File: src/rtl/muldiv_pkg.sv
// Shared definitions for the M-extension divide path: sequencer states,
// funct3 codes, divider op encodings and the drain bound default.
package muldiv_pkg;

    typedef enum logic [2:0] {
        IDLE,
        LAUNCH,
        WAIT,
        DONE,
        DRAIN
    } div_state_e;

    localparam logic [2:0] F3_DIV  = 3'b100;
    localparam logic [2:0] F3_DIVU = 3'b101;
    localparam logic [2:0] F3_REM  = 3'b110;
    localparam logic [2:0] F3_REMU = 3'b111;

    localparam logic [1:0] OP_DIV  = 2'b00;
    localparam logic [1:0] OP_DIVU = 2'b01;
    localparam logic [1:0] OP_REM  = 2'b10;
    localparam logic [1:0] OP_REMU = 2'b11;

    localparam int DRAIN_CYCLES_DEFAULT = 35;

    function automatic logic [1:0] funct3_to_op(input logic [2:0] f3);
        logic [1:0] op;
        case (f3)
            F3_DIV:  op = OP_DIV;
            F3_DIVU: op = OP_DIVU;
            F3_REM:  op = OP_REM;
            default: op = OP_REMU;
        endcase
        return op;
    endfunction

    function automatic logic op_is_signed(input logic [1:0] op);
        return (op == OP_DIV) || (op == OP_REM);
    endfunction

    function automatic logic op_is_rem(input logic [1:0] op);
        return (op == OP_REM) || (op == OP_REMU);
    endfunction

endpackage

File: src/rtl/div_special_case.sv
// Combinational detection of divide-by-zero and signed overflow, with the
// architecturally defined result for those cases.
module div_special_case
    import muldiv_pkg::*;
#(
    parameter int WIDTH = 32
) (
    input  logic [1:0]       op,
    input  logic [WIDTH-1:0] dividend,
    input  logic [WIDTH-1:0] divisor,
    output logic             is_special,
    output logic [WIDTH-1:0] result
);

    localparam logic [WIDTH-1:0] MOST_NEG = {1'b1, {(WIDTH-1){1'b0}}};

    logic div_by_zero;
    logic overflow;

    always_comb begin
        div_by_zero = (divisor == '0);
        // Only the signed ops can overflow: most-negative / -1.
        overflow    = op_is_signed(op) && (dividend == MOST_NEG) && (divisor == '1);
        is_special  = div_by_zero || overflow;
        result      = '0;
        if (div_by_zero) begin
            result = op_is_rem(op) ? dividend : '1;
        end else if (overflow) begin
            result = op_is_rem(op) ? '0 : MOST_NEG;
        end
    end

endmodule

File: src/rtl/div_sequencer.sv
// Sequences RV32M divides between the EX stage and a multi-cycle divider:
// zero-latency special cases, stall control, and flush/reset draining.
module div_sequencer
    import muldiv_pkg::*;
#(
    parameter int WIDTH        = 32,
    parameter int DRAIN_CYCLES = DRAIN_CYCLES_DEFAULT
) (
    input  logic             clk,
    input  logic             rst,
    input  logic             req_valid,
    input  logic [2:0]       funct3,
    input  logic [WIDTH-1:0] rs1_data,
    input  logic [WIDTH-1:0] rs2_data,
    input  logic             flush,
    output logic             stall,
    output logic             resp_valid,
    output logic [WIDTH-1:0] resp_data,
    output logic             div_start,
    output logic [1:0]       div_op,
    output logic [WIDTH-1:0] div_a,
    output logic [WIDTH-1:0] div_b,
    input  logic             div_done,
    input  logic [WIDTH-1:0] div_f
);

    localparam int CNT_W = (DRAIN_CYCLES < 2) ? 1 : $clog2(DRAIN_CYCLES + 1);
    localparam logic [CNT_W-1:0] DRAIN_LOAD = CNT_W'(DRAIN_CYCLES);

    div_state_e       state_q;
    div_state_e       state_d;
    logic [CNT_W-1:0] drain_cnt_q;
    logic [1:0]       op_q;
    logic [WIDTH-1:0] a_q;
    logic [WIDTH-1:0] b_q;
    logic [WIDTH-1:0] result_q;

    logic             req_div;
    logic             accept;
    logic             capture;
    logic             sc_special;
    logic [WIDTH-1:0] sc_result;

    assign req_div = req_valid && funct3[2];

    // Special cases are judged on the live EX operands so they answer in IDLE.
    div_special_case #(
        .WIDTH (WIDTH)
    ) u_special (
        .op         (funct3_to_op(funct3)),
        .dividend   (rs1_data),
        .divisor    (rs2_data),
        .is_special (sc_special),
        .result     (sc_result)
    );

    always_comb begin
        // NOTE: every output of this block gets a default before the case, so
        // no path leaves a variable unassigned and no latch is inferred.
        state_d    = state_q;
        stall      = 1'b0;
        resp_valid = 1'b0;
        resp_data  = result_q;
        div_start  = 1'b0;
        accept     = 1'b0;
        capture    = 1'b0;

        case (state_q)
            IDLE: begin
                if (req_div && !flush) begin
                    if (sc_special) begin
                        resp_valid = 1'b1;
                        resp_data  = sc_result;
                    end else begin
                        accept  = 1'b1;
                        stall   = 1'b1;
                        state_d = LAUNCH;
                    end
                end
            end
            LAUNCH: begin
                // The start pulse goes out even if flushed; DRAIN then waits for it.
                stall     = 1'b1;
                div_start = 1'b1;
                state_d   = flush ? DRAIN : WAIT;
            end
            WAIT: begin
                stall = 1'b1;
                if (flush) begin
                    state_d = div_done ? IDLE : DRAIN;
                end else if (div_done) begin
                    capture = 1'b1;
                    state_d = DONE;
                end
            end
            DONE: begin
                resp_valid = !flush;
                state_d    = IDLE;
            end
            DRAIN: begin
                stall = req_div;
                // Leaving when the count would reach zero bounds DRAIN to DRAIN_CYCLES cycles.
                if (div_done || (drain_cnt_q <= CNT_W'(1))) begin
                    state_d = IDLE;
                end
            end
            default: begin
                state_d = DRAIN;
            end
        endcase
    end

    // NOTE: sequential state uses non-blocking assignments so every register
    // samples pre-edge values, independent of block evaluation order.
    always_ff @(posedge clk or posedge rst) begin
        if (rst) begin
            state_q     <= DRAIN;
            drain_cnt_q <= DRAIN_LOAD;
        end else begin
            state_q <= state_d;
            if (state_q != DRAIN) begin
                drain_cnt_q <= DRAIN_LOAD;
            end else if (drain_cnt_q != '0) begin
                drain_cnt_q <= drain_cnt_q - CNT_W'(1);
            end
        end
    end

    // NOTE: operand and result registers are reset too, so the divider never
    // sees X operands and resp_data is defined from the first cycle.
    always_ff @(posedge clk or posedge rst) begin
        if (rst) begin
            op_q     <= OP_DIV;
            a_q      <= '0;
            b_q      <= '0;
            result_q <= '0;
        end else begin
            if (accept) begin
                op_q <= funct3_to_op(funct3);
                a_q  <= rs1_data;
                b_q  <= rs2_data;
            end
            if (capture) begin
                result_q <= div_f;
            end
        end
    end

    // Operands only change on acceptance, so they hold from LAUNCH until div_done.
    assign div_op = op_q;
    assign div_a  = a_q;
    assign div_b  = b_q;

endmodule

File: config.mk
export PLATFORM = sky130hd
export DESIGN_NAME = div_sequencer
export DESIGN_NICKNAME = d
export VERILOG_FILES = /design/src/rtl/muldiv_pkg.sv /design/src/rtl/div_special_case.sv /design/src/rtl/div_sequencer.sv
export SDC_FILE = /design/constraint.sdc
export NUM_CORES = 1
export LEC_CHECK = 0
export ABC_AREA = 0
export CAP_MARGIN = 15
export CORE_MARGIN = 4
export CORE_UTILIZATION = 45
export DETAILED_ROUTE_END_ITERATION = 10
export PLACE_DENSITY = 0.82
export RECOVER_POWER = 50
export SLEW_MARGIN = 20
export SYNTH_ARGS = -nofsm -noshare
export SYNTH_HDL_FRONTEND = slang
export SYNTH_HIERARCHICAL = 1
export SYNTH_SLANG_ARGS = --single-unit
File: constraint.sdc
create_clock -name clk -period 11.54 [get_ports clk]
set_clock_uncertainty 0.2 [all_clocks]
set_input_delay 2.885 -clock clk [delete_from_list [all_inputs] [get_ports clk]]
set_output_delay 2.885 -clock clk [all_outputs]
set_load 0.005 [all_outputs]
=== Word level (Yosys, flattened, before mapping) ===
Index checks and enable logic that the tools add are counted.

* Logic and storage cells: 69
* Bits in registers: 107

* Equal/unequal tests: 16
* Magnitude comparators: 1
* Reduce and logical (&&, ||, !) cells: 16
* Muxes and demuxes: 29
* Add/subtract/negate cells: 1

{| class="wikitable"
|+ Operators by type and width
! cell !! count
|-
| 32-bit 2-to-1 mux || 7
|-
| 32-bit equality test, second input constant || 2
|-
| 32-bit logical NOT || 1
|-
| 3-bit 2-to-1 mux || 7
|-
| 3-bit one-hot mux with 5 select lines || 1
|-
| 3-bit equality test, second input constant || 4
|-
| 6-bit 2-to-1 mux || 2
|-
| 1-bit 2-to-1 mux || 9
|-
| 3-bit by 2-bit equality test with 1-bit output, second input constant || 2
|-
| 6-bit by 1-bit <= comparator with 1-bit output, second input constant || 1
|-
| 2-bit inequality test, second input constant || 3
|-
| 3-bit inequality test, second input constant || 2
|-
| 2-bit one-hot mux with 3 select lines || 1
|-
| 6-bit nonzero test || 1
|-
| 6-bit by 1-bit subtractor with 6-bit output, second input constant || 1
|-
| 2-bit equality test, second input constant || 2
|-
| 1-bit logical AND || 4
|-
| 1-bit logical OR || 4
|-
| 4-bit AND reduction || 1
|-
| 3-bit by 1-bit equality test with 1-bit output, second input constant || 1
|-
| 3-bit logical NOT || 1
|-
| 1-bit one-hot mux with 3 select lines || 1
|-
| 2-bit logical NOT || 1
|-
| 1-bit one-hot mux with 2 select lines || 1
|-
| 3 further kinds || 3
|}

=== Longest topological paths before layout ===
Gate-level depths: netlist (run 1).

* Word-level depth: 11
* Depth in mapped cells: 11

=== Cells and area by module ===
The synthesis (run 1) kept the hierarchy.

{| class="wikitable"
|+ Modules (own cells, without submodules)
! module !! sequential area each (µm²) !! area each (µm²) !! instances !! cells each
|-
| div_sequencer || 2,682.6 || 4,699.5 || 1 || 307
|-
| div_special_case || 0.0 || 593.1 || 1 || 109
|}

=== Worst setup path before layout (run 1) ===
No wires, ideal clock.

* Kind: input to output
* Start point: input rs1_data[12]
* End point: output resp_data[29]
* Cell stages on the path: 7
* Arrival time: 4,664 ps
* Slack: 3,791 ps
* Path through: or4b_1 > nor4_1 > nand4_1 > o21ai_1 > nand3_2 > buf_2 > mux2_1

* Elaborated cells between the ends (all ways): 9

{| class="wikitable"
|+ RTL lines
! element !! RTL line !! source
|-
| start, declared || div_sequencer.sv:13 || <nowiki>input logic [WIDTH-1:0] rs1_data,</nowiki>
|-
| 32-bit equality test || div_special_case.sv:23 || <nowiki>overflow = op_is_signed(op) && (dividend == MOST_NEG) && (divisor == '1);</nowiki>
|-
| 1-bit logical AND (2 in series) || div_special_case.sv:23 ||
|-
| 1-bit logical OR || div_special_case.sv:24 || <nowiki>is_special = div_by_zero || overflow;</nowiki>
|-
| named net sc_special || div_sequencer.sv:41 || <nowiki>logic sc_special;</nowiki>
|-
| 32-bit 2-to-1 mux || div_sequencer.sv:71 || <nowiki>if (sc_special) begin</nowiki>
|-
| 32-bit 2-to-1 mux || div_sequencer.sv:70 || <nowiki>if (req_div && !flush) begin</nowiki>
|-
| 32-bit 2-to-1 mux || div_sequencer.sv:68 || <nowiki>case (state_q)</nowiki>
|-
| end, declared || div_sequencer.sv:18 || <nowiki>output logic [WIDTH-1:0] resp_data,</nowiki>
|}

The timed path passes the listed nets, and every way through them passes these cells.

=== Final worst setup path (run 1) ===
* Start point: input rs2_data[25]
* End point: output resp_data[30]

* Elaborated cells between the ends (all ways): 9

{| class="wikitable"
|+ RTL lines
! element !! RTL line !! source
|-
| start, declared || div_sequencer.sv:14 || <nowiki>input logic [WIDTH-1:0] rs2_data,</nowiki>
|-
| 32-bit equality test || div_special_case.sv:23 ||
|-
| 1-bit logical AND || div_special_case.sv:23 ||
|-
| 1-bit logical OR * || div_special_case.sv:24 ||
|-
| named net sc_special || div_sequencer.sv:41 ||
|-
| 32-bit 2-to-1 mux * || div_sequencer.sv:71 ||
|-
| 32-bit 2-to-1 mux * || div_sequencer.sv:70 ||
|-
| 32-bit 2-to-1 mux * || div_sequencer.sv:68 ||
|}

The timed path passes the listed nets; every way through them passes the cells marked *.

==> results of run 1 <==
Yosys cell counts, types with 5 or more instances:
cell	number
nand4_1	9
inv_1	36
buf_6	7
nand2_1	5
buf_2	11
mux2_4	29
clkbuf_1	6
nor2_1	9
nor4_1	14
mux2_2	99
a21oi_1	35
dfrtp_1	103
metal layers:
metal	vias up	track usage, %	part of all wire, %
met4	0	10.8	3.0
met5	-	0	0
met1	1985	25.6	39
met3	34	7.51	8.5
li1	1874	-	-
met2	155	39.1	50
kinds of logic (layout without fill, tap and decap cells):
family / after synthesis / after routing / share of synthesized area [%]
xor+xnor: 1 / 1 / 0.166
simple gates: 65 / 65 / 7.97
buf+inv: 61 / 261 / 5.60
flops: 107 / 107 / 50.7
fa+ha+maj: 2 / 2 / 0.473
mux: 132 / 132 / 30.1
compound gates: 48 / 48 / 5.01
worst register-to-register path: cells and delay by family (launching register included):
family | cells | cell delay (ns)
DFF | 1 | 0.66
and+or+nand+nor | 2 | 0.25
muxes | 1 | 0.47
buffers and inverters | 1 | 1.35
flip-flops by register name, summed over array words and instances (netlist names):
name and cells:
drain_cnt_q 6, result_q 32, div_op 2, div_a 32
div_b 32, state_q 3
per-stage QoR:
step / util, % / hold slack, ns / std cells
2_1_floorplan: - / 0.274 / 416
3_3_place_gp: 64.5 / 0.282 / 743
3_5_place_dp: 64.5 / 0.290 / 743
4_1_cts: 67.2 / 0.306 / 759
5_1_grt: 67.1 / 0.310 / 759
6_report: 67.1 / 0.299 / 759
where the power goes:
| group | internal [uW] | leakage [uW] | total, uW | switching, uW |
|---|---|---|---|---|
| Clock | 186 | 0.000150 | 316 | 130 |
| Combinational | 394 | 0.00198 | 569 | 175 |
| Sequential | 516 | 0.00130 | 588 | 72.6 |
layout make-up:
cell class / instances / area (sq um)
Sequential cell: 107 / 2680
Tap cell: 143 / 179
Clock buffer: 15 / 278
Clock inverter: 1 / 30.0
Fill cell: 847 / 3770
Timing Repair Buffer: 209 / 2070
Multi-Input combinational cell: 248 / 2320
Inverter: 36 / 136
final timing paths:
path                              startpoint            end  cells past startpoint
worst max-delay path            rs2_data[25]  resp_data[30]                      8
max in group asynchronous                rst   result_q[14]                      3
worst min-delay path               div_a[22]      div_a[22]                      1
worst min register to register     div_a[22]      div_a[22]                      1
worst max register to register    state_q[2]   result_q[14]                      4
min in group asynchronous                rst      div_b[13]                      2
==> parameters.txt, run 1 <==
Parameter                              Value

Status
  Outcome    finished, violations left
  Violated checks    max-capacitance violations, max-slew violations

Placement
  Final weighted congestion in routability-driven placement    about 0.83
  HPWL after detailed placement    between 10 and 15 mm
  Instance area after placement    7400 sq um
  Count of input and output buffers    204
  Setup slack at placement    roughly 1.8 ns

Logic synthesis
  Post-Synthesis Cells    between 400 and 500
  Cell accounting for the most synthesized area    dfrtp_1
  Number of nets produced by synthesis    approximately 520
  Netlist area before placement    approximately 5300 sq um
  Largest cells by area after synthesis    dfrtp_1 (49%), mux2_2 (21%), mux2_4 (8.2%), a21oi_1 (3.3%), inv_1 (2.6%)
  Synth Warn #    6
  Share of flip-flops with an asynchronous set or reset after synthesis    100%
  Share of Yosys cell area claimed by the top area cell type    between 40 and 50%
  Synth Flop Type    dfrtp_1
  Cell variety after synth    44
  Avg Cell Area, Syn    around 13 sq um
  Number of enable-type register cells in the synthesized netlist    0
  Number of register bits inferred by synthesis    around 110
  Sequential-to-total area share from yosys stat    between 50% and 60%

Clock network
  Clock buffer depth    2
  # clock sinks    approximately 110
  Cts bufs inserted    9
  Post-CTS Repair Setup Buffers    0
  Number of buffers inserted by hold repair at cts    0
  Clock tree from TritonCTS    done
  Clk_lat worst skew    0.34 ns
  Clock edge transition at the registers on the reported setup and hold paths    about 0.07 ns
  Gates resized, CTS repair    0
  Deepest level of the CTS H-tree    3
  Master cell of the clock root buffer    clkbuf_16

Routing
  Number of iterations in the first detailed-routing pass    4
  Vias after detailed routing    ~4,000
  Wirelength per Cell    ~20 um
  Vias per Instance    ~5.3
  DRT antenna net count    0
  1st-iter DRT viols    roughly 200
  Routed WL    15.1 mm
  DR DRC count    0

Cells and area
  Most common cell after layout, fill and taps aside    clkdlybuf4s50_1
  Area Growth Syn to Fin    45.5%
  Antenna cell count    0
  Final cell area excluding filler cells    7700 sq um
  Commonest cells after routing, fill and taps aside    clkdlybuf4s50_1 (135), dfrtp_1 (103), mux2_2 (98), dlygate4sd3_1 (69)
  Final #Nets    roughly 720
  Share of final-layout standard cells stronger than drive strength 1    about 25%

Hold path
  Min-Delay Path Class    flip-flop to flip-flop

STA
  Max-slew violation count    between 100 and 150
  Slew Limit Headroom    -128%
  Final period demand of the worst path    9.68 ns
  Setup slack after layout    1.86 ns
  Setup Viol. Count Final    0
  Worst Tran Pin Value    ~3.4 ns
  Top achievable clock speed    slightly above 100 MHz
  Setup tns final    0 ns
  Post-route clock period utilization    between 80% and 90%
  Setup repair after global routing missed its margin    no
  Total count of hold-check failures in the final report    0

Run
  Number of violations of the max-capacitance limit    3

Critical path
  Crit. End Element    primary output
  Worst endpoint required time    roughly 8.5 ns
  Cell-by-cell listing of the critical path    clkdlybuf4s50_1 -> or4b_1 -> nor4_1 -> nand4_1 -> o21ai_1 -> nand3_2 -> mux2_1 -> clkdlybuf4s50_1
  Most repeated library cell on the critical path    clkdlybuf4s50_1
  Largest fanout on the critical path    32
  WP data arrival    between 6 and 7 ns
  Worst setup path class    input port to primary output
  R2R Setup Slk    ~8.5 ns
  Family with the most delay on the worst path    simple AND/OR/NAND/NOR gates
  Kind of launch point of the worst setup path    input port
  Critical path buffer and inverter count    2
  Largest stage delay on the critical path    between 0.7 and 0.8 ns
  Library cell contributing the largest single delay on the critical path    nand3_2

Floorplanning
  Number of core rows    39
  Die Area    approximately 14,000 sq um
  Width of the die    116 um
  Starting density of the core    46.2%
  Number of I/O pins    roughly 200
  Placeable core region    11,500 sq um
  Y dimension of the die    ~120 um

Pwr
  VDD IR-drop max    ~150 uV
  P_leak    ~0.0034 uW
  Total design power    1470 uW
  Pwr Density    ~190 nW/um^2

GRT
  Wire length of the first global-routing pass    between 20 and 25 mm
  Antenna violations before repair    0
  Grt ovf    0
  Vias in the first global route    4,517
  Largest net degree at the start of global routing    64
  Total Routing Usage GR    between 20 and 25%
Power figures use the tool's default switching activity.
==> run 2: changes to the inputs <==
--- a/config.mk
+++ b/config.mk
@@ -8,9 +8,9 @@
 export ABC_AREA = 0
 export CAP_MARGIN = 15
 export CORE_MARGIN = 4
-export CORE_UTILIZATION = 45
+export CORE_UTILIZATION = 40
 export DETAILED_ROUTE_END_ITERATION = 10
-export PLACE_DENSITY = 0.82
+export PLACE_DENSITY = 0.77
 export RECOVER_POWER = 50
 export SLEW_MARGIN = 20
 export SYNTH_ARGS = -nofsm -noshare
==> constraint.sdc (replaced) <==
create_clock -name clk -period 8.75 [get_ports clk]
set_clock_uncertainty 0.2 [all_clocks]
set_input_delay 2.1875 -clock clk [delete_from_list [all_inputs] [get_ports clk]]
set_output_delay 2.1875 -clock clk [all_outputs]
set_load 0.005 [all_outputs]
==> run 2 against run 1 <==
Net effect:
- the flow still finishes with violations (max-capacitance violations, max-slew violations)
- final cell count rose by 4.0%
- first-iteration DRC count fell by 1.5%
- via count rose by 0.69%
- sequential power up 32%
- register-to-register slack got worse by 2.8 ns
- die area grew 12%
- count of clock-buffer cells in the layout decreased by 3
- worst hold slack lost 0.00071 ns
- utilization down 6.2 points
- design area grew 1.1%
- combinational power grew 33%
- critical path type unchanged
- critical endpoint unchanged
==> parameters.txt, run 2 (synthesis results as in run 1) <==
Parameter                              Value

Pwr
  P_leak    0.00345 uW (+0.64%)
  Switching pwr    509 uW (+35%)
  Switch share    25.8% (+0.15 points)
  VDD IR-drop max    151 uV (-1.9%)
  Sequential share of power    39.2% (-0.7 points)
  Internal power consumption    1470 uW (+34%)
  Share of total power in combinational logic    38.1% (-0.5 points)
  Pwr Density    254 nW/um^2 (+33%)
  Share of total power in the clock network    22.7% (+1.2 points)

Critical path
  Worst endpoint required time    6.36 ns (-2.10 ns)
  Worst setup path class    input port to primary output
  Largest fanout on the critical path    32 (unchanged)
  Kind of launch point of the worst setup path    input port
  WP data arrival    5.27 ns (-1.32 ns)
  Crit. End Element    primary output

Routing
  DR DRC count    0 (unchanged)
  Vias after detailed routing    4,076 (+0.69%)
  Wirelength per Cell    19.8 um (-0.32%)
  DRT antenna net count    0 (unchanged)
  Routed WL    15.6 mm (+3.6%)
  Vias per Instance    5.17 (-3.1%)
  1st-iter DRT viols    201 (-1.5%)
  Number of iterations in the first detailed-routing pass    6 (+2)

Cells and area
  Commonest cells after routing, fill and taps aside    clkdlybuf4s50_1 (135), dfrtp_1 (103), mux2_2 (99), dlygate4sd3_1 (69)
  Share of final-layout standard cells stronger than drive strength 1    25.6% (+0.61 points)
  Multi-input gate area    2320 sq um (unchanged)
  Cell Count, Final, Fillers Out    789 (+4.0%)
  Most common cell after layout, fill and taps aside    clkdlybuf4s50_1
  Sequential cell area    2680 sq um (unchanged)
  Fill count    1,010 (+19%)
  Final #Nets    718 (+0.14%)
  Area Growth Syn to Fin    47.1%
  Antenna cell count    0 (unchanged)

STA
  Setup tns final    0 ns (unchanged)
  Setup Viol. Count Final    0 (unchanged)
  Max-slew violation count    144 (unchanged)
  Total count of hold-check failures in the final report    0 (unchanged)
  Top achievable clock speed    131 MHz
  Slew Limit Headroom    -113% (+15 points)
  Post-route clock period utilization    87.6%
  Hold slack    0.299 ns (-0.000708 ns)
  Final period demand of the worst path    around 7.7 ns
  Setup repair after global routing missed its margin    no
  Worst Tran Pin Value    3.20 ns (-0.228 ns)

Clock network
  Clock edge transition at the registers on the reported setup and hold paths    0.07 ns (about the same)
  Number of buffers inserted by hold repair at cts    0 (unchanged)
  Gates resized, CTS repair    0 (unchanged)
  Clk_lat worst skew    0.34 ns (about the same)
  Post-CTS Repair Setup Buffers    0 (unchanged)
  Master cell of the clock root buffer    clkbuf_16
  Clock buffer depth    2 (unchanged)
  Cts bufs inserted    9 (unchanged)
  Clock tree from TritonCTS    done
  Deepest level of the CTS H-tree    3 (unchanged)
  # clock sinks    107 (unchanged)

GRT
  Vias in the first global route    4,461 (-1.2%)
  Total Routing Usage GR    20.8% (-2.0 points)
  Wire length of the first global-routing pass    23.9 mm (+2.4%)
  Grt ovf    0 (unchanged)
  Antenna violations before repair    0 (unchanged)
  Largest net degree at the start of global routing    68 (+6.3%)

Placement
  Cell total after placement    772 (+3.9%)
  Final weighted congestion in routability-driven placement    0.805 (-2.7%)
  Count of input and output buffers    204 (unchanged)
  HPWL after detailed placement    11.7 mm (+4.5%)

Floorplanning
  Die Area    15,100 sq um (+12%)
  Width of the die    123 um (+5.6%)
  Placeable core region    12,800 sq um (+11%)
  Starting density of the core    41.4% (-4.7 points)
  Number of core rows    41 (+5.1%)
  Y dimension of the die    123 um (+5.6%)
  Number of I/O pins    205 (unchanged)

Run
  Number of violations of the max-capacitance limit    3 (unchanged)

Status
  Outcome    finished, violations left
  Violated checks    max-capacitance violations, max-slew violations

Hold path
  Min-Delay Path Class    flip-flop to flip-flop
-- run 2: cell count changes in the layout (fill, tap and decap cells not counted), sizes merged --
cell	previous run	this run
buf	3	4
bufinv	1	2
clkbuf	17	14
clkinv	0	1
clkinvlp	1	2
-- run 2: power by group through the flow --
stage | combinational [uW] | clock, uW | sequential (uW)
after global routing | 810 | 478 | 797
after floorplan | 308 | 0 | 773
after CTS | 809 | 458 | 780
after global placement | 791 | 0 | 777
after detailed placement | 803 | 0 | 787
final | 754 | 448 | 775
-- run 2: worst paths after layout --
check                           cells past startpoint  slack [ns]       endpoint          from
worst max-delay path                                9        1.09  resp_data[30]  rs2_data[25]
worst min-delay path                                1        0.30      div_a[15]     div_a[15]
worst max register to register                      4        5.73   result_q[14]    state_q[2]
worst min register to register                      1        0.30      div_a[15]     div_a[15]
max in group asynchronous                           3        1.90   result_q[21]           rst
min in group asynchronous                           2        2.69       div_b[0]           rst
-- run 2: layout make-up --
| cell class | instances | area share (%) |
|---|---|---|
| clock buffers | 12 | 3.29 |
| clock inverters | 4 | 0.932 |
| inverters | 36 | 1.75 |
| multi-input cells | 248 | 29.8 |
| flip-flops and latches | 107 | 34.5 |
| well taps | 172 | 2.76 |
| repair buffers | 210 | 27.0 |
-- run 2: metrics by stage --
stage / util (%) / setup WS [ns] / power [uW] / instance area [sq um]
after floorplan: - / 2.40 / 1080 / 5290
after global placement: 58.2 / 1.05 / 1570 / 7440
after detailed placement: 58.2 / 1.02 / 1590 / 7440
after CTS: 60.8 / 1.02 / 2050 / 7770
after global routing: 60.9 / 0.839 / 2090 / 7780
final: 60.9 / 1.09 / 1980 / 7780
-- run 2: critical path, cell delays in order --
cell and delay [ns]:
clkdlybuf4s50_1 0.55, or4b_1 0.52, nor4_1 0.40, nand4_1 0.17, o21ai_1 0.26, nand3_2 0.08, buf_4 0.27, mux2_1 0.37
clkdlybuf4s50_1 0.45
-- run 2: metal layers --
metal / track usage (%) / vias to the layer above / wire (um)
li1: - / 1875 / -
met1: 24.7 / 2024 / 6330
met2: 35.4 / 159 / 7700
met3: 7.73 / 18 / 1350
met4: 5.95 / 0 / 241
met5: 0 / - / 0
==> patch 1 (config.mk and constraints of run 2) <==
Add an input register stage for `div_done` and `div_f`; this delays them by one clock. The other inputs are not delayed to match.
--- a/src/rtl/div_sequencer.sv
+++ b/src/rtl/div_sequencer.sv
@@ -26,6 +26,14 @@
 
     localparam int CNT_W = (DRAIN_CYCLES < 2) ? 1 : $clog2(DRAIN_CYCLES + 1);
     localparam logic [CNT_W-1:0] DRAIN_LOAD = CNT_W'(DRAIN_CYCLES);
+
+    logic div_done_q;
+    logic [WIDTH-1:0] div_f_q;
+
+    always_ff @(posedge clk) begin
+        div_done_q <= div_done;
+        div_f_q    <= div_f;
+    end
 
     div_state_e       state_q;
     div_state_e       state_d;
@@ -87,8 +95,8 @@
             WAIT: begin
                 stall = 1'b1;
                 if (flush) begin
-                    state_d = div_done ? IDLE : DRAIN;
-                end else if (div_done) begin
+                    state_d = div_done_q ? IDLE : DRAIN;
+                end else if (div_done_q) begin
                     capture = 1'b1;
                     state_d = DONE;
                 end
@@ -100,7 +108,7 @@
             DRAIN: begin
                 stall = req_div;
                 // Leaving when the count would reach zero bounds DRAIN to DRAIN_CYCLES cycles.
-                if (div_done || (drain_cnt_q <= CNT_W'(1))) begin
+                if (div_done_q || (drain_cnt_q <= CNT_W'(1))) begin
                     state_d = IDLE;
                 end
             end
@@ -141,7 +149,7 @@
                 b_q  <= rs2_data;
             end
             if (capture) begin
-                result_q <= div_f;
+                result_q <= div_f_q;
             end
         end
     end
Behaviour: not the same (Yosys sat finds a counterexample within 4 cycles, from zero or initial values and one cycle with rst high).
==> patch 1 against run 2 <==
The run still ends with capacitance limit, slew limit left; worst setup slack got worse by 0.012 ns; highest routed layer unchanged; sequential cell count up 33; core utilization fell by 0.75 points; non-clock buffer count decreased by 1; first-iteration DRC count fell by 27%; die area rose by 12%; sequential share of layout area up 3.8 points; critical endpoint is now resp_data[4]; largest power group unchanged; cell area grew 12%; routed wire length increased by 5.3%; critical path depth unchanged; synthesized area increased by 12%; power is 22% higher.
==> patch 1: results (changes against run 2) <==
Logic synthesis
  • Proportion of synthesized area in mux cells: 0.268 (-0.0332)
  • Async set-reset flop share out of synthesis: 0.764 (-0.236)
  • Parity-gate share of the synthesized area counting xor and xnor cells: 0.00147 (-0.000182)
  • Synthesized-area fraction occupied by adder cells: 0.00421 (-0.000521)
  • Top post-synthesis cells by area: sky130_fd_sc_hd__dfrtp_1 43%, sky130_fd_sc_hd__mux2_2 19%, sky130_fd_sc_hd__dfxtp_1 11%, sky130_fd_sc_hd__mux2_4 7.3%, sky130_fd_sc_hd__a21oi_1 2.9%
  • Syn Area/Cell: 13.3 um2 (+4.4%)
  • Post-synth top cells: 103 x sky130_fd_sc_hd__dfrtp_1, 99 x sky130_fd_sc_hd__mux2_2, 36 x sky130_fd_sc_hd__inv_1, 35 x sky130_fd_sc_hd__a21oi_1, 33 x sky130_fd_sc_hd__dfxtp_1
  • Synthesized Nets: 554 (+6.1%)

Critical path
  • Flop2flop setup slack: 5.70 ns (-0.03 ns)
  • CP arrival: 5.29 ns (+0.02 ns)

CTS
  • Insertion delay of the later-clocked pin in the worst-skew pair: 0.42 ns (+0.08 ns)

Global route
  • Global-route track usage on met3: 0.0639 (-0.0135)
  • Wire length of the first global-routing pass: 25000 um (+4.6%)
  • Number of global-route vias before repair: 4621 (+3.6%)
  • Grt met1 use: 0.238 (-0.00906)
  • Pin count of the biggest net entering global routing: 73 (+7.4%)

Placement
  • DP HPWL: 11700 um (-0.30%)
  • Post-place instance area: 0.00811 mm2 (+9.0%)
  • Weighted congestion at the end of routability-driven global placement: 0.854 (+6.1%)
  • Number of cells after detailed placement: 816 (+5.7%)

Timing
  • Worst slack on hold paths: 0.259 ns (-0.0395 ns)
  • Max Transition Viols Final: 144 (unchanged)
  • Period utilization: 0.877 (+0.00142)

Route
  • Detailed-route vias per instance: 5.08 (-1.7%)
  • Met3 wire len: 1100 um (-19%)
  • Average wire per standard cell: 19.4 um (-2.2%)
  • Iteration-0 DRC count of the detailed router: 147 (-27%)

Run status
  • Outcome: finished, violations left
  • Failing checks: capacitance limit, slew limit

Cells and area
  • Fill cells: 1167 (+16%)
  • Total number of nets in the final design: 758 (+5.6%)

Power
  • Maximum VDD drop: 0.171 mV (+13%)

Job
  • Maximum capacitance violations: 3 (unchanged)
patch 1: changes by cell type after synthesis, sizes merged:
cell / run 2 / this run
clkbuf: 7 / 6
dfxtp: 0 / 33
patch 1: power groups by stage:
stage / logic (mW) / registers (mW) / clock network (mW)
2_1_floorplan: 0.298 / 0.931 / 0
3_3_place_gp: 0.773 / 0.930 / 0
3_5_place_dp: 0.786 / 0.944 / 0
4_1_cts: 0.794 / 0.936 / 0.762
5_1_grt: 0.790 / 0.952 / 0.793
6_report: 0.735 / 0.931 / 0.747
patch 1: final timing paths:
kind,start,to,cells past startpoint
setup / recovery,rs1_data[9],resp_data[4],9
hold reg to reg,div_f_q[4],result_q[4],1
setup reg to reg,state_q[2],result_q[3],4
hold / removal,div_f_q[4],result_q[4],1
max in group asynchronous,rst,drain_cnt_q[4],3
min in group asynchronous,rst,div_b[3],2
patch 1: cell type report:
cell class / instances / area, um2 / share of cell area
Sequential cell: 140 / 3340 / 0.382
Multi-Input combinational cell: 248 / 2320 / 0.266
Timing Repair Buffer: 209 / 2090 / 0.239
Clock buffer: 22 / 484 / 0.0553
Tap cell: 184 / 230 / 0.0263
Clock inverter: 10 / 138 / 0.0157
Inverter: 36 / 136 / 0.0156
patch 1: critical path, stage by stage:
cell                              delay, ns
sky130_fd_sc_hd__clkdlybuf4s50_1       0.46
sky130_fd_sc_hd__or4b_1                0.56
sky130_fd_sc_hd__nor4_1                0.36
sky130_fd_sc_hd__nand4_1               0.17
sky130_fd_sc_hd__o21ai_1               0.31
sky130_fd_sc_hd__nand3_2               0.12
sky130_fd_sc_hd__buf_4                 0.28
sky130_fd_sc_hd__mux2_1                0.37
sky130_fd_sc_hd__clkdlybuf4s50_1       0.45
==> patch 2 (config.mk and constraints of run 2) <==
Without the edit above. Change the package constant `DRAIN_CYCLES_DEFAULT` from 35 to 70.
--- a/src/rtl/muldiv_pkg.sv
+++ b/src/rtl/muldiv_pkg.sv
@@ -20,7 +20,7 @@
     localparam logic [1:0] OP_REM  = 2'b10;
     localparam logic [1:0] OP_REMU = 2'b11;
 
-    localparam int DRAIN_CYCLES_DEFAULT = 35;
+    localparam int DRAIN_CYCLES_DEFAULT = 70;
 
     function automatic logic [1:0] funct3_to_op(input logic [2:0] f3);
         logic [1:0] op;
Behaviour: no difference found for any inputs over 10 cycles, from zero or initial values and one cycle with rst high; that may be too few to reach the edited logic, so the function may still have changed.
==> patch 2 against run 2 <==
The flow still finishes with violations (capacitance limit, slew limit); combinational power is 8.8% lower; cell area is 0.88% lower; sequential power about the same; highest routed layer unchanged; routed wire length shrank 4.8%; first-iteration DRC count decreased by 16%; critical endpoint is now resp_data[21]; worst setup slack got worse by 0.50 ns; global-route usage is 1.2 points lower; power shrank 7.2%; sequential cell count up 1; synthesized area grew 0.87%; cell count up 1.4%; register-to-register slack gained 0.41 ns; fmax is 6.1% lower.
==> patch 2: results (changes against run 2) <==
Run status
  • Outcome: finished, violations left
  • Failing checks: capacitance limit, slew limit

Placement
  • Post-place instance area: 0.00746 mm2 (+0.27%)
  • Weighted congestion at the end of routability-driven global placement: 0.824 (+2.4%)
  • Pre-CTS setup slack: 0.551 ns (-0.464 ns)
  • DP HPWL: 11500 um (-1.8%)

Global route
  • Pin count of the biggest net entering global routing: 65 (-4.4%)
  • Number of global-route vias before repair: 4337 (-2.8%)
  • Total track usage: 0.196 (-0.0120)
  • Wire length of the first global-routing pass: 22900 um (-4.2%)
  • Antenna violations before repair: 0 (unchanged)

Critical path
  • CP arrival: 5.77 ns (+0.50 ns)
  • Worst flop-to-flop path endpoint: div_a[23]
  • Worst path max stage delay: 0.57 ns (+0.02 ns)
  • Flop2flop setup slack: 6.14 ns (+0.41 ns)

Logic synthesis
  • Top post-synthesis cells by area: sky130_fd_sc_hd__dfrtp_1 49%, sky130_fd_sc_hd__mux2_2 19%, sky130_fd_sc_hd__mux2_1 8.6%, sky130_fd_sc_hd__a21oi_1 3.5%, sky130_fd_sc_hd__inv_1 2.6%
  • Post-synth top cells: 104 x sky130_fd_sc_hd__dfrtp_1, 89 x sky130_fd_sc_hd__mux2_2, 41 x sky130_fd_sc_hd__mux2_1, 37 x sky130_fd_sc_hd__a21oi_1, 37 x sky130_fd_sc_hd__inv_1
  • Register area share after synthesis: 0.507 (about the same)
  • Library cells used by synthesis: 43 (-2.3%)

Route
  • Iteration-0 DRC count of the detailed router: 169 (-16%)
  • Length of the first detailed-routing pass in iterations: 4 (-2)
  • Total number of vias: 4175 (+2.4%)
  • Average wire per standard cell: 18.6 um (-6.1%)

Timing
  • Max Transition Viols Final: 111 (-23%)
  • Worst Tran Pin Value: 3.28 ns (+0.0811 ns)
  • Least setup slack across all paths after layout: 0.588 ns (-0.500 ns)

Cells and area
  • Total number of nets in the final design: 730 (+1.7%)
  • Share of cells above drive strength 1: 0.196 (-0.0602)
  • Fill cells: 1052 (+4.2%)

Job
  • Maximum capacitance violations: 2 (-1)

Power
  • Pwr dens: 238 mW/mm2 (-6.4%)
  • P_leak: 3.28 nW (-5.1%)
  • Maximum VDD drop: 0.109 mV (-28%)
patch 2: cell families (layout without fill, tap and decap cells):
logic type / after synthesis / count (layout) / synth area share
compound gates: 53 / 53 / 0.0553
xor+xnor: 2 / 2 / 0.00328
fa+ha+maj: 3 / 3 / 0.00703
buf+inv: 65 / 264 / 0.0623
flops: 108 / 108 / 0.507
mux: 130 / 130 / 0.274
simple gates: 68 / 68 / 0.0907
patch 2: final cells by class:
type	instances	area share
repair buffers	211	0.271
inverters	37	0.0182
well taps	172	0.0279
clock buffers	14	0.0329
flip-flops and latches	108	0.351
clock inverters	2	0.00130
multi-input cells	256	0.298
patch 2: report_power, final:
group | total [mW] | switching [mW] | internal (mW)
clock | 0.370 | 0.169 | 0.201
combinational | 0.688 | 0.218 | 0.471
sequential | 0.776 | 0.0942 | 0.682
patch 2: worst max-delay path: cells and delay by family:
family / cells / cell delay [ns]
AND/OR/NAND/NOR: 4 / 1.45
multiplexers: 1 / 0.27
AO/OA/AOI/OAI: 1 / 0.43
buffers and inverters: 3 / 1.41
patch 2: how the worst min path moves through the flow:
stage,from,to,depth (start not counted)
finish,div_b[4],div_b[4],1
global route,div_b[29],div_b[29],1
CTS,div_b[4],div_b[4],1
detailed placement,div_b[4],div_b[4],1
global placement,div_b[9],div_b[9],1
floorplan,result_q[0],result_q[0],1
patch 2: metal layers:
layer  up-vias  part of all wire  global-route usage
li1       1940                 -                   -
met1      2052              0.40               0.240
met2       169              0.50               0.336
met3        14             0.086              0.0526
met4         0             0.014              0.0637
met5         -                 0                   0
patch 2: stage by stage:
| stage | total power [mW] | instances | hold WS, ns |
|---|---|---|---|
| 3_3_place_gp | 1.51 | 784 | 0.268 |
| 6_report | 1.83 | 800 | 0.279 |
| 3_5_place_dp | 1.53 | 784 | 0.274 |
| 4_1_cts | 1.91 | 800 | 0.289 |
| 5_1_grt | 1.95 | 800 | 0.292 |
| 2_1_floorplan | 1.04 | 429 | 0.274 |
